--- config.mk ---
export PLATFORM = sky130hd
export DESIGN_NAME = and_gate_bank
export DESIGN_NICKNAME = d
export VERILOG_FILES = /design/src/rtl/and_gate_bank.sv
export SDC_FILE = /design/constraint.sdc
export NUM_CORES = 1
export LEC_CHECK = 0
export CAP_MARGIN = 30
export CORE_ASPECT_RATIO = 1.5
export CORE_UTILIZATION = 50
export DETAILED_ROUTE_END_ITERATION = 10
export DONT_BUFFER_PORTS = 1
export GPL_TIMING_DRIVEN = 0
export HOLD_SLACK_MARGIN = 0.1
export SETUP_SLACK_MARGIN = 0.05
export SLEW_MARGIN = 20
export SYNTH_ARGS = -nofsm -noshare
export SYNTH_HDL_FRONTEND = slang
export SYNTH_SLANG_ARGS = --single-unit
--- constraint.sdc ---
create_clock -name in_clk -period 2 [get_ports in_clk]
set_input_delay 0.4 -clock in_clk [delete_from_list [all_inputs] [get_ports in_clk]]
set_output_delay 0.4 -clock in_clk [all_outputs]
set_load 0.01 [all_outputs]
--- src/rtl/and_gate_bank.sv ---
// Run-time selectable AND/NAND/OR/NOR gate bank with registered outputs and a
// built-in self-test sequencer that sweeps every operand pattern through every mode.
module and_gate_lane #(
    parameter int INPUTS = 3
) (
    input  logic [INPUTS-1:0] in_ops,
    input  logic [1:0]        in_mode,
    input  logic              in_inv,
    output logic              out_y
);
    logic w_f;

    always_comb begin
        w_f = 1'b0;
        case (in_mode)
            2'b00:   w_f = &in_ops;
            2'b01:   w_f = ~&in_ops;
            2'b10:   w_f = |in_ops;
            default: w_f = ~|in_ops;
        endcase
    end

    assign out_y = w_f ^ in_inv;
endmodule

module and_gate_bank #(
    parameter int CHANNELS = 3,
    parameter int INPUTS   = 3
) (
    input  logic                         in_clk,
    input  logic                         in_rst_n,
    input  logic [CHANNELS*INPUTS-1:0]   in_data,
    input  logic [1:0]                   in_mode,
    input  logic                         in_en,
    input  logic [CHANNELS-1:0]          in_fault_inj,
    input  logic                         in_bist_start,
    output logic [CHANNELS-1:0]          out_y,
    output logic                         out_valid,
    output logic                         out_bist_busy,
    output logic                         out_bist_done,
    output logic [CHANNELS-1:0]          out_bist_fail
);
    localparam logic [1:0] S_IDLE  = 2'd0;
    localparam logic [1:0] S_RUN   = 2'd1;
    localparam logic [1:0] S_DRAIN = 2'd2;
    localparam logic [1:0] S_DONE  = 2'd3;

    logic [1:0]          r_state;
    logic [INPUTS-1:0]   r_pat;
    logic [1:0]          r_bmode;
    logic [INPUTS-1:0]   r_dpat;
    logic [1:0]          r_dmode;
    logic [CHANNELS-1:0] r_bist_y;
    logic                r_cap_vld;
    logic [CHANNELS-1:0] r_y;
    logic                r_valid;
    logic [CHANNELS-1:0] r_fail;

    logic                w_run;
    logic [1:0]          w_mode;
    logic [CHANNELS-1:0] w_y_raw;
    logic                w_gold;
    logic [CHANNELS-1:0] w_miss;
    logic                w_last;

    assign w_run  = (r_state == S_RUN);
    assign w_mode = w_run ? r_bmode : in_mode;
    assign w_last = (&r_pat) && (r_bmode == 2'd3);

    // While RUN owns the core, every lane sees the sweep pattern instead of in_data.
    for (genvar c = 0; c < CHANNELS; c++) begin : g_lane
        and_gate_lane #(.INPUTS(INPUTS)) u_lane (
            .in_ops  (w_run ? r_pat : in_data[c*INPUTS +: INPUTS]),
            .in_mode (w_mode),
            .in_inv  (in_fault_inj[c]),
            .out_y   (w_y_raw[c])
        );
    end

    // Reference result for the capture taken one edge earlier.
    and_gate_lane #(.INPUTS(INPUTS)) u_gold (
        .in_ops  (r_dpat),
        .in_mode (r_dmode),
        .in_inv  (1'b0),
        .out_y   (w_gold)
    );

    assign w_miss = r_bist_y ^ {CHANNELS{w_gold}};

    always_ff @(posedge in_clk or negedge in_rst_n) begin
        if (!in_rst_n) begin
            r_state   <= S_IDLE;
            r_pat     <= '0;
            r_bmode   <= '0;
            r_dpat    <= '0;
            r_dmode   <= '0;
            r_bist_y  <= '0;
            r_cap_vld <= 1'b0;
            r_y       <= '0;
            r_valid   <= 1'b0;
            r_fail    <= '0;
        end else begin
            if (r_cap_vld)
                r_fail <= r_fail | w_miss;
            case (r_state)
                S_IDLE: begin
                    if (in_bist_start) begin
                        r_state   <= S_RUN;
                        r_fail    <= '0;
                        r_pat     <= '0;
                        r_bmode   <= '0;
                        r_cap_vld <= 1'b0;
                        r_valid   <= 1'b0;
                    end else if (in_en) begin
                        r_y     <= w_y_raw;
                        r_valid <= 1'b1;
                    end else begin
                        r_valid <= 1'b0;
                    end
                end
                S_RUN: begin
                    r_valid   <= 1'b0;
                    r_bist_y  <= w_y_raw;
                    r_dpat    <= r_pat;
                    r_dmode   <= r_bmode;
                    r_cap_vld <= 1'b1;
                    r_pat     <= r_pat + INPUTS'(1);
                    if (&r_pat)
                        r_bmode <= r_bmode + 2'd1;
                    if (w_last)
                        r_state <= S_DRAIN;
                end
                S_DRAIN: begin
                    r_valid   <= 1'b0;
                    r_cap_vld <= 1'b0;
                    r_state   <= S_DONE;
                end
                default: begin
                    r_valid <= 1'b0;
                    r_state <= S_IDLE;
                end
            endcase
        end
    end

    assign out_y         = r_y;
    assign out_valid     = r_valid;
    assign out_bist_busy = (r_state == S_RUN) || (r_state == S_DRAIN);
    assign out_bist_done = (r_state == S_DONE);
    assign out_bist_fail = r_fail;
endmodule

==> metrics.md <==
| Metric | Value |
|---|---|
| Clock slew at reported path FFs | `90 ps` |
| Hold Crit Class | `input pin to asynchronous set/reset pin` |
| Power Density | `~1600 nW/um2` |
| GRT Resource Usage Total | `between 20% and 30%` |
| Combinational share of power | `48.9%` |
| Endpoint type of the worst setup path | `register` |
| Die width | `44.9 um` |
| Final setup vio count | `0` |
| Largest family of logic cells by synthesized area | `compound AO/OA/AOI/OAI gates` |
| Share of layout cells above drive strength 1 | `a little over a tenth` |
| Data arrival, critical path | `~1900 ps` |
| Post-synthesis adder-cell area fraction | `~6.3%` |
| Synth warn | `0` |
| RSZ-0062 raised after global routing | `false` |
| Commonest non-fill, non-tap cell in the layout | `dfrtp_1` |
| Register area share after synthesis | `a little over two fifths` |
| Worst path cell trace | `ha_1 > buf_6 > buf_2 > a2bb2oi_1 > a211o_1 > nand3_1` |
| Initial DRC Count | `39` |
| Hpwl dp | `roughly 2100 um` |
| Final wirelength | `about 2800 um` |
| Internal power | `approximately 0.0013 W` |
| Clock skew | `around 3.2 ps` |
| Compound-cell area share of the yosys netlist | `around 22%` |
| Met1 Use GR | `between 20% and 30%` |
| Wire per inst | `approximately 15 um` |
| Final net count | `about 170` |
| CTS tree | `done` |
| Vias in the first global route | `~1000` |
| Final hold vios | `0` |
| Crit Path Class | `register to register` |
| Final GP Congestion | `about 0.77` |
| Sequential Power Share | `38.5%` |
| Net switching power | `between 0.001 and 0.0015 W` |
| Clock share of power | `about 13%` |
| GRT busiest layer | `met2` |
| Req. time, crit path | `about 2200 ps` |
| Core Util, Final | `between 50 and 60%` |
| Antenna viol nets, final | `0` |
| Rel. slew slack | `about two thirds` |
| Type of origin of the critical path | `register` |
| Area grow syn2layout | `7.07%` |
| Initial Util | `a little over half` |
| Antenna diodes | `0` |
| Switching Fraction | `~43%` |
| Placement Cell Area | `between 1000 and 1500 um2` |
| Clock Sinks | `23` |
| TritonCTS buffer count | `3` |
| Critical path's slowest cell | `dfrtp_1` |
| Most frequent cells in the layout | `23 x dfrtp_1, 16 x o21ai_0, 10 x nand2_1, 9 x a21oi_1` |
| Mapped Cells | `between 100 and 150` |
| Hold slack | `101 ps` |
| Global-route wire length before repair | `4690 um` |
| Total power | `roughly 0.0023 W` |
| Final period util | `88.7%` |
| CTS Root Cell | `clkbuf_8` |
| Leakage | `0.640 nW` |
| Critical path's largest stage delay | `~420 ps` |
| Avg Inst Size Synth | `9.72 um2` |
| Vias per inst | `approximately 5.9` |
| Port buffer count | `0` |
| Post-cts sizing count | `0` |
| Die Span Y | `around 66 um` |
| Xor and xnor area share after synthesis | `4.44%` |
| Post-synth net total | `between 150 and 200` |
| DR vias | `1085` |
| Initial antenna violation count | `0` |
| CP max FO | `10` |
| Post-route cell area | `around 1500 um2` |
| Yosys cell types | `33` |
| Post-synthesis sequential element count | `23` |
| Outcome | `completed` |
| Boundary Pins | `27` |
| Gr ovfl total | `0` |
| # rows | `23` |
| Pin count of the biggest net entering global routing | `24` |
| Number of synthesized flops with an enable pin | `0` |
| Least-Margin Pin Slew | `518 ps` |
| Max_cap viols | `0` |
| Met3 Resource Use GR | `around 2.7%` |
| Core Area | `around 2600 um2` |
| M2 GR Usage | `a little under two fifths` |
| VDD IR max | `a little under 800 uV` |
| Final setup TNS | `0 ps` |
| Post-synthesis mux area share | `under 10%` |
| Asr flop ratio synth | `100%` |
| Synth Cell Area | `1380 um2` |
| Max Slew Vio Count | `0` |
| Worst skew pair latency | `between 200 and 300 ps` |
| TritonRoute pass-1 iters | `4` |
| Primary FF master, synth | `dfrtp_1` |
| H-tree depth | `1` |
| Simple-gate share of the synthesized area | `13.1%` |
| Min Tclk post-route | `1770 ps` |
| Die area | `roughly 3000 um2` |
| CTS max path bufs | `2` |
| Drc violations | `0` |
| Fmax | `563 MHz` |
## sequential cells by signal, indices dropped and copies added (netlist names)
name           cells
out_bist_fail      3
r_bist_y           3
r_cap_vld          1
out_valid          1
r_bmode            2
r_state            2
r_dmode            2
r_pat              3
out_y              3
r_dpat             3
## final timing paths
kind | from | end | slack (ps) | cells after the start
worst max-delay path | r_state[0] | out_y[2] | 230 | 6
worst min-delay path | in_rst_n | r_dmode[0] | 100 | 1
worst max register to register | r_state[0] | out_y[2] | 230 | 6
worst min register to register | r_dmode[1] | r_dmode[1] | 540 | 1
max in group asynchronous | in_rst_n | out_valid | 1550 | 1
min in group in_clk | in_en | out_valid | 450 | 2
## through the flow
step           std cells  setup slack, ps
6_report             184              225
5_1_grt              184             76.8
4_1_cts              184              209
3_5_place_dp         179              228
3_3_place_gp         179              262
2_1_floorplan        142              434
## power by group through the flow
stage | Clock (W) | Combinational (W) | Sequential [W]
after floorplan | 0 | 0.000937 | 0.000854
after global placement | 0 | 0.00109 | 0.000901
after detailed placement | 0 | 0.00114 | 0.000912
after CTS | 0.000296 | 0.00115 | 0.000902
after global routing | 0.000314 | 0.00129 | 0.000936
final | 0.000293 | 0.00114 | 0.000900
## critical path: cells and delay by family, from the launching register on
family	cells	cell delay, ps
AND/OR/NAND/NOR	1	80
buffers and inverters	2	310
adder cells (fa/ha/maj)	1	220
flip-flops	1	420
AO/OA/AOI/OAI	2	620
## cell families (layout without fill, tap and decap cells)
| group | after synthesis | count (layout) |
|---|---|---|
| fa+ha+maj | 7 | 7 |
| mux | 9 | 9 |
| compound gates | 47 | 47 |
| flops | 23 | 23 |
| simple gates | 36 | 36 |
| xor+xnor | 7 | 7 |
| buf+inv | 13 | 18 |
## layout make-up
class / count / area, um2
well taps: 37 / 46.3
multi-input cells: 106 / 743
plain buffers: 6 / 35.0
inverters: 7 / 26.3
clock buffers: 3 / 41.3
flip-flops and latches: 23 / 576
clock inverters: 1 / 5.00
repair buffers: 1 / 5.00
fillers: 263 / 1170
## metal layers
metal / up-vias / wire length [um]
met5: - / 0
met4: 0 / 37
met3: 6 / 112
met2: 28 / 1480
met1: 522 / 1210
li1: 529 / -
## timing repair
item | 4_1_cts | 5_1_grt
endpoints found under the hold margin | 23 | 0
buffers inserted | 0 | 0
hold buffers | 1 | 0
## cell usage after synthesis (4+ instances only)
cell	number	share of area [%]
nand2_1	10	2.7
inv_1	7	1.9
nor2_1	6	1.6
a211oi_1	5	2.7
a21oi_1	9	3.3
mux2_2	5	4.1
xnor2_1	4	2.5
ha_1	7	6.3
dfrtp_1	23	42
buf_2	4	1.5
nand3_1	5	1.8
nor2b_1	4	1.8
o21ai_0	16	5.8
Note: power is estimated with default switching activity, not from simulation.
